$ cat config.mk
export PLATFORM = sky130hd
export DESIGN_NAME = cp0_epc_stack
export DESIGN_NICKNAME = d
export VERILOG_FILES = /design/src/rtl/cp0_epc_stack.sv
export SDC_FILE = /design/constraint.sdc
export NUM_CORES = 1
export LEC_CHECK = 0
export CORE_MARGIN = 1.5
export CORE_UTILIZATION = 51
export CTS_BUF_LIST = sky130_fd_sc_hd__clkbuf_8
export DETAILED_ROUTE_END_ITERATION = 12
export GPL_ROUTABILITY_DRIVEN = 1
export PLACE_DENSITY = 0.76
export SYNTH_ARGS = -nofsm -noshare
export SYNTH_HDL_FRONTEND = slang
export SYNTH_SLANG_ARGS = --single-unit
$ cat constraint.sdc
create_clock -name clk -period 2.5 [get_ports clk]
set_input_delay 0.375 -clock clk [delete_from_list [all_inputs] [get_ports clk]]
set_output_delay 0.375 -clock clk [all_outputs]
set_load 0.01 [all_outputs]
$ cat src/rtl/cp0_epc_stack.sv
// Exception-PC stack for CP0: captures the return PC of each nested exception,
// pops on ERET, and exposes the top-of-stack slot as the software-visible EPC.
module cp0_epc_stack #(
  parameter int XLEN      = 32,
  parameter int DEPTH     = 4,
  parameter int BD_OFFSET = 4,
  parameter int EPC_ADDR  = 14,
  parameter int LVL_W     = $clog2(DEPTH + 1)
) (
  input  logic             clk,
  input  logic             rst,
  input  logic             exception,
  input  logic [XLEN-1:0]  exc_pc,
  input  logic             exc_bd,
  input  logic             eret,
  input  logic             mtc0_we,
  input  logic [5:0]       cp0_addr,
  input  logic [XLEN-1:0]  mtc0_data,
  input  logic             flag_clr,
  output logic [XLEN-1:0]  epc_out,
  output logic [LVL_W-1:0] level,
  output logic             exl,
  output logic             overflow,
  output logic             underflow
);

  logic [XLEN-1:0]  entry_q [DEPTH];
  logic [XLEN-1:0]  entry_d [DEPTH];
  logic [LVL_W-1:0] level_q;
  logic [LVL_W-1:0] level_d;
  logic             ovf_q;
  logic             ovf_d;
  logic             unf_q;
  logic             unf_d;

  logic [LVL_W-1:0] show_idx_s;
  logic [XLEN-1:0]  show_val_s;
  logic [XLEN-1:0]  cap_s;
  logic             full_s;
  logic             empty_s;
  logic             push_s;
  logic             pop_s;
  logic             mtc0_hit_s;
  logic             mtc0_wr_s;

  assign full_s  = (level_q == LVL_W'(DEPTH));
  assign empty_s = (level_q == {LVL_W{1'b0}});

  // Visible slot: entry[0] when empty, else the most recently pushed entry.
  always_comb begin
    show_idx_s = empty_s ? {LVL_W{1'b0}} : (level_q - LVL_W'(1));
    show_val_s = entry_q[0];
    for (int i = 0; i < DEPTH; i++) begin
      show_val_s = (show_idx_s == LVL_W'(i)) ? entry_q[i] : show_val_s;
    end
  end

  // Strobe decode with rst > exception > eret > mtc0 priority.
  always_comb begin
    cap_s      = exc_bd ? (exc_pc - XLEN'(BD_OFFSET)) : exc_pc;
    mtc0_hit_s = mtc0_we && (cp0_addr == 6'(EPC_ADDR));
    push_s     = exception && !full_s;
    pop_s      = !exception && eret && !empty_s;
    mtc0_wr_s  = !exception && !eret && mtc0_hit_s;
  end

  // Next-state: sticky flags clear on flag_clr unless set in the same cycle.
  always_comb begin
    level_d = level_q;
    ovf_d   = ovf_q & ~flag_clr;
    unf_d   = unf_q & ~flag_clr;
    if (exception) begin
      if (!full_s) begin
        level_d = level_q + LVL_W'(1);
      end else begin
        ovf_d = 1'b1;
      end
    end else if (eret) begin
      if (!empty_s) begin
        level_d = level_q - LVL_W'(1);
      end else begin
        unf_d = 1'b1;
      end
    end else begin
      level_d = level_q;
    end

    for (int i = 0; i < DEPTH; i++) begin
      if (push_s && (level_q == LVL_W'(i))) begin
        entry_d[i] = cap_s;
      end else if (mtc0_wr_s && (show_idx_s == LVL_W'(i))) begin
        entry_d[i] = mtc0_data;
      end else begin
        entry_d[i] = entry_q[i];
      end
    end
  end

  // State registers with synchronous reset.
  always_ff @(posedge clk) begin
    if (rst) begin
      for (int i = 0; i < DEPTH; i++) begin
        entry_q[i] <= {XLEN{1'b0}};
      end
      level_q <= {LVL_W{1'b0}};
      ovf_q   <= 1'b0;
      unf_q   <= 1'b0;
    end else begin
      for (int i = 0; i < DEPTH; i++) begin
        entry_q[i] <= entry_d[i];
      end
      level_q <= level_d;
      ovf_q   <= ovf_d;
      unf_q   <= unf_d;
    end
  end

  assign epc_out   = show_val_s;
  assign level     = level_q;
  assign exl       = ~empty_s;
  assign overflow  = ovf_q;
  assign underflow = unf_q;

endmodule

Word level (Yosys, flattened, before mapping). Memories as Yosys holds them, arrays and structs flattened. Index checks and enable logic that the tools add are counted.

Register bits: 5. RAM bits: 128. Input port bits: 77. Output and inout bits: 38. Logic and storage cells: 73. Memories: 1.

Add/sub/neg operators: 3. Equality and inequality tests: 10. Multiplexer cells: 29. Bitwise logic cells: 8. Reduce and logical (&&, ||, !) cells: 19.

Memory list: entry_q (words 4, width 32, rd ports 4, clocked after Yosys merged registers in 0, write ports 4, line 27) `logic [XLEN-1:0] entry_q [DEPTH];`.

Operators with widths (count): $mux W32 (16); $sub A32 B3 Y32 const B (1); $mux W3 (5); $eq A3 B2 Y1 const B (4); $logic_and A1 B1 Y1 (12); $mux W1 (8); $eq A3 B1 Y1 const B (2); $eq A6 B4 Y1 const B (1); $logic_not A3 Y1 (2); $ne A2 B2 Y1 const B (2); $or A1 B1 Y1 (4); $add A3 B1 Y3 const B (1); $eq A3 B3 Y1 const B (1); $logic_not A1 Y1 (3); $reduce_and A3 Y1 (1); $sub A3 B1 Y3 const B (1); $and A1 B1 Y1 (2); $not A1 Y1 (2); $reduce_bool A2 Y1 (1).

Logic depth before layout (Yosys ltp).
Word-level depth: 7. Mapped depth: 10. Depth with buffers taken out: 8.

Worst setup path after synthesis. No wires, ideal clock.

Path kind: reg-to-reg. Start: reg level_q[0], in the netlist level[0]. End: mem entry_q[3][11]. Setup time: 0.070 ns. Arrival time: 2.722 ns. Required time: 2.430 ns. Slack: -0.293 ns. Cell stages (with the launch flop): 10. Buffers on the path: 2. Period minus slack after synthesis: 2.793 ns. Cells stage by stage: dfxtp_1 -> inv_1 -> ha_1 -> or4b_2 -> a21oi_2 -> and2_1 -> buf_2 -> buf_1 -> a22oi_1 -> a21oi_1.

RTL lines: start, declared (line 29) `logic [LVL_W-1:0] level_q;`; start signal, assigned (line 105) `level_q <= {LVL_W{1'b0}};`; start signal, assigned (line 112) `level_q <= level_d;`; end, declared (line 27).

Final worst setup path.
Start: reg level_q[1], in the netlist level[1]. End: out epc_out[21].

Cells in the longest elaborated chain, start to end: 6. Elaborated cells on any way between the ends: 9. Classes of those cells: add/sub (1); eq/ne (3); mux (4); reduce/logical (1).

Ends and longest elaborated chain: $sub A3 B1 Y3 or $logic_not A3 Y1 (tied branches) (line 51, 47); $mux W3 (*) (line 51) `show_idx_s = empty_s ? {LVL_W{1'b0}} : (level_q - LVL_W'(1));`; $eq A3 B1 Y1 (line 54) `show_val_s = (show_idx_s == LVL_W'(i)) ? entry_q[i] : show_val_s;`; $mux W32 (2 in series) (line 54); $mux W32 (*) (line 54); end, declared (line 20) `output logic [XLEN-1:0] epc_out,`.

Mark *: on every way between the ends. The rest lies on a longest branch, timed or not.

==> results summary <==
The endpoint of the worst hold path is level[1]. The reg-to-reg endpoint is entry_q[0][20]. For this run, design rule violations remaining after detail routing come to 0.

In this run the worst hold path is classified as input port to register. The final reports fail on negative setup slack. The total global routing track utilization came out at 35.21%. When the netlist entered floorplanning its net count stood at 1,120. By area the synthesized netlist is led by sky130_fd_sc_hd__dfxtp_1 (35%), sky130_fd_sc_hd__nand2_1 (8.5%), sky130_fd_sc_hd__a22oi_1 (6.9%). STA classifies the critical path endpoint as an output pin.

The hold path depth is 2. Once detailed placement completed, the half-perimeter wirelength came to 18,070 um. The clock root buffer master is sky130_fd_sc_hd__clkbuf_8.

The initial core utilization is 52.50%. The count of pins on the block boundary came out at 115. The async set or reset register ratio after synthesis is 0%.

The wire length of the first global-routing pass is 44,080 um. The power density relative to cell area came out at 729.2 nW/um2. The flow ran to the end, but the final reports show violations. The setup TNS came out at -10.48 ns. The DRC marker count from the first detailed-route iteration is 1,123. The mean instance size in the synthesized netlist came out at 7.400 um2. Summed over all nets, wire length on met3 after detailed routing comes to 3102 um. The number of hold-slack violations in the final timing report is 0. The area of the mapped netlist is 7659 um2.

The post-route non-filler standard cell count is 1,406. The highest clock rate came out at 0.3483 GHz. The H-tree depth is 4.

The synthesized instance count came out at 1,035. Yosys printed 0 warnings. The final routed wirelength across all metal layers is 28,250 um. Subtracting the final worst setup slack from the clock period gives 2.871 ns. The TritonCTS buffer count came out at 17. In this run the cell area measured after placement is 9867 um2.

The met2 layer wire length in the routed design is 13,060 um. In this run the register-to-register setup slack is 0.06 ns. After global routing the overflow that remains totals 0. The startpoint identified for the worst register-to-register timing path is level[1].

The maximum number of buffers from clock root to sink is 2. The number of enable flip-flop cells after synthesis came out at 0. The final critical-path setup slack is -0.3709 ns. Data on the critical path arrives at its endpoint at 2.50 ns. The count of cells along the worst register-to-register path is 9.

The total number of clock tree sinks is 133. The setup-violating endpoint count in the final report is 32. The total number of vias is 9,089. The type of element launching the critical path is a register. In the post-synthesis netlist, the cell with the most instances is sky130_fd_sc_hd__nand2_1.

The required time at the endpoint of the critical path is 2.12 ns. The cell accounting for the most synthesized area is sky130_fd_sc_hd__dfxtp_1. The max-capacitance violation count came out at 0. The most used flip-flop cell after synthesis is sky130_fd_sc_hd__dfxtp_1.

The final setup skew is 0.009811 ns. The maximum VDD drop came out at 0.0004189 V. The number of library cell types mapped by synthesis came out at 47. The floorplan row count came out at 44. TritonCTS built the clock tree. The routed length per instance is 20.09 um. The clock insertion delay at the later pin of the skew report is 0.47 ns. The area share of the largest cell type after synthesis came out at 34.77%.

After clock tree synthesis, the clock-pin slew on the worst setup and hold paths is 0.08 ns. The number of nets in the final layout came out at 1,294. The die boundary height came out at 125.5 um.

The number of antenna violations at the first check in global routing came to 0. The hold buffer count at CTS came out at 0. The placer's final routability congestion estimate is 0.8852.

The start-to-end type of the worst setup path is register to output pin. The largest net degree at the start of global routing is 79. The worst slew margin relative to its limit came out at 67.37%. The static leakage is 4.113 nW. The die width came out at 125.5 um. The via count of the first global-routing pass is 8,465. In the final layout, the share of cells above drive strength 1 is 21.19%. The antenna cell count is 0. The number of vias per cell came out at 6.464. The total count of max-transition violations in the final report came to 0. The flip-flop and latch count after synthesis is 133. In this run the worst setup path begins at level[1]. Ranked by instance count, the synthesized netlist is headed by sky130_fd_sc_hd__nand2_1 (173), sky130_fd_sc_hd__dfxtp_1 (133), sky130_fd_sc_hd__a21oi_1 (93). The transition time at the pin with the least slew margin is 0.4871 ns.

The area of the core came out at 14,590 um2. The portion of the clock cycle consumed by the worst path in the final layout came out at 114.8%. The worst hold path begins at rst.

The final antenna-violating net count came out at 0. In the final routing, the length of wire on met1 measures 11,220 um. The highest metal layer carrying signal wires in the routed design is met4. The full die area came out at 15,760 um2. The area of all placed cells without fillers is 10,460 um2. The area growth from synthesis to layout is 36.55%.

The number of detailed-routing iterations run before antenna repair is 6. The placed cell count came out at 1,367. Setup repair after global routing could not meet its margin everywhere. The portion of the post-synthesis area used by sequential elements is 34.77%. The number of I/O port buffers came out at 114.

The peak fanout along the critical path is 8. The number of fillers in the final layout is 1,169.
flip-flops by register name, indices dropped and copies added, names as in the netlist:
register   cells
level          3
entry_q      128
overflow       1
underflow      1
layout by cell type (no fill, tap or decap), types with 4 or more instances in the layout:
cell type and instances:
sky130_fd_sc_hd__nand2_1 173, sky130_fd_sc_hd__dfxtp_1 131, sky130_fd_sc_hd__buf_4 115, sky130_fd_sc_hd__a21oi_1 93
sky130_fd_sc_hd__clkdlybuf4s50_1 81, sky130_fd_sc_hd__a31oi_1 79, sky130_fd_sc_hd__a22oi_1 70, sky130_fd_sc_hd__nand3_1 47
sky130_fd_sc_hd__nor2_1 36, sky130_fd_sc_hd__a21o_1 33, sky130_fd_sc_hd__o21ai_0 33, sky130_fd_sc_hd__buf_2 31
sky130_fd_sc_hd__o21ai_2 27, sky130_fd_sc_hd__or3_1 23, sky130_fd_sc_hd__nor4_1 18, sky130_fd_sc_hd__clkbuf_8 18
sky130_fd_sc_hd__mux2i_1 16, sky130_fd_sc_hd__buf_12 15, sky130_fd_sc_hd__and2_1 14, sky130_fd_sc_hd__xnor2_1 13
sky130_fd_sc_hd__inv_1 12, sky130_fd_sc_hd__nor3_1 11, sky130_fd_sc_hd__or4_1 11, sky130_fd_sc_hd__o211ai_1 10
sky130_fd_sc_hd__and3_1 9, sky130_fd_sc_hd__o31a_1 7, sky130_fd_sc_hd__o21ai_1 6, sky130_fd_sc_hd__buf_6 6
sky130_fd_sc_hd__ha_1 5, sky130_fd_sc_hd__clkinv_2 5, sky130_fd_sc_hd__nand3b_1 4, sky130_fd_sc_hd__nand4_1 4
sky130_fd_sc_hd__o211a_1 4
worst max path at each step:
stage	end	slack, ns	depth (start not counted)
global placement	entry_q[3][26]	-0.33	6
detailed placement	entry_q[0][26]	-0.36	6
global route	epc_out[15]	-0.43	9
CTS	epc_out[21]	-0.36	9
finish	epc_out[21]	-0.37	9
floorplan	entry_q[2][8]	0.008	9
routing by layer:
metal	vias up	GRT usage [%]
li1	4162	-
met1	4249	46.05
met2	589	54.96
met3	89	8.900
met4	0	15.44
met5	-	0
metrics by stage:
stage               utilization, %  setup WS (ns)  hold slack [ns]  total power [mW]
finish                       71.68        -0.3709           0.2927             7.625
global route                 71.68        -0.4270           0.2702             7.955
CTS                          70.96        -0.3622           0.2764             7.448
detailed placement           67.63        -0.3649           0.4429             5.524
global placement             67.63        -0.3339           0.4277             5.475
floorplan                        -       0.007687           0.4199             4.078
critical path, stage by stage, from the launching register on:
cell	delay, ns
sky130_fd_sc_hd__dfxtp_2	0.34
sky130_fd_sc_hd__buf_4	0.15
sky130_fd_sc_hd__ha_4	0.15
sky130_fd_sc_hd__or4b_4	0.47
sky130_fd_sc_hd__a21o_4	0.29
sky130_fd_sc_hd__buf_16	0.18
sky130_fd_sc_hd__o21ai_4	0.06
sky130_fd_sc_hd__a31oi_1	0.05
sky130_fd_sc_hd__a21o_1	0.20
sky130_fd_sc_hd__buf_6	0.13
final cells by class:
class / count / area [um2] / share of cell area (%)
multi-input combinational: 792 / 4806 / 45.96
clock inverter: 14 / 160.2 / 1.531
inverter: 13 / 51.30 / 0.4905
timing repair buffer: 252 / 2295 / 21.94
clock buffer: 18 / 247.7 / 2.369
sequential: 133 / 2668 / 25.51
tap: 184 / 230.2 / 2.201
power by group:
group          leakage [nW]  switching (mW)  total, mW  internal, mW
combinational          2.82            1.81       3.21          1.40
sequential             1.08           0.140       2.51          2.37
clock                 0.210           0.902       1.91          1.00
kinds of logic (layout without fill, tap and decap cells):
logic type	count (synthesis)	after routing	share of synthesized area, %
XOR/XNOR	16	16	1.830
AND/OR/NAND/NOR	376	376	23.69
multiplexers	17	17	2.238
flip-flops	133	133	34.77
buffers and inverters	110	297	5.440
AO/OA/AOI/OAI	375	375	30.73
adder cells (fa/ha/maj)	8	8	1.307
repair_timing:
action / in CTS / in global routing
cloned: 4 / 0
endpoints found under the setup margin: 45 / 43
resized for setup: 185 / 35
pin swaps: 3 / 4
setup buffers: 2 / 1
Power figures use the tool's default switching activity.
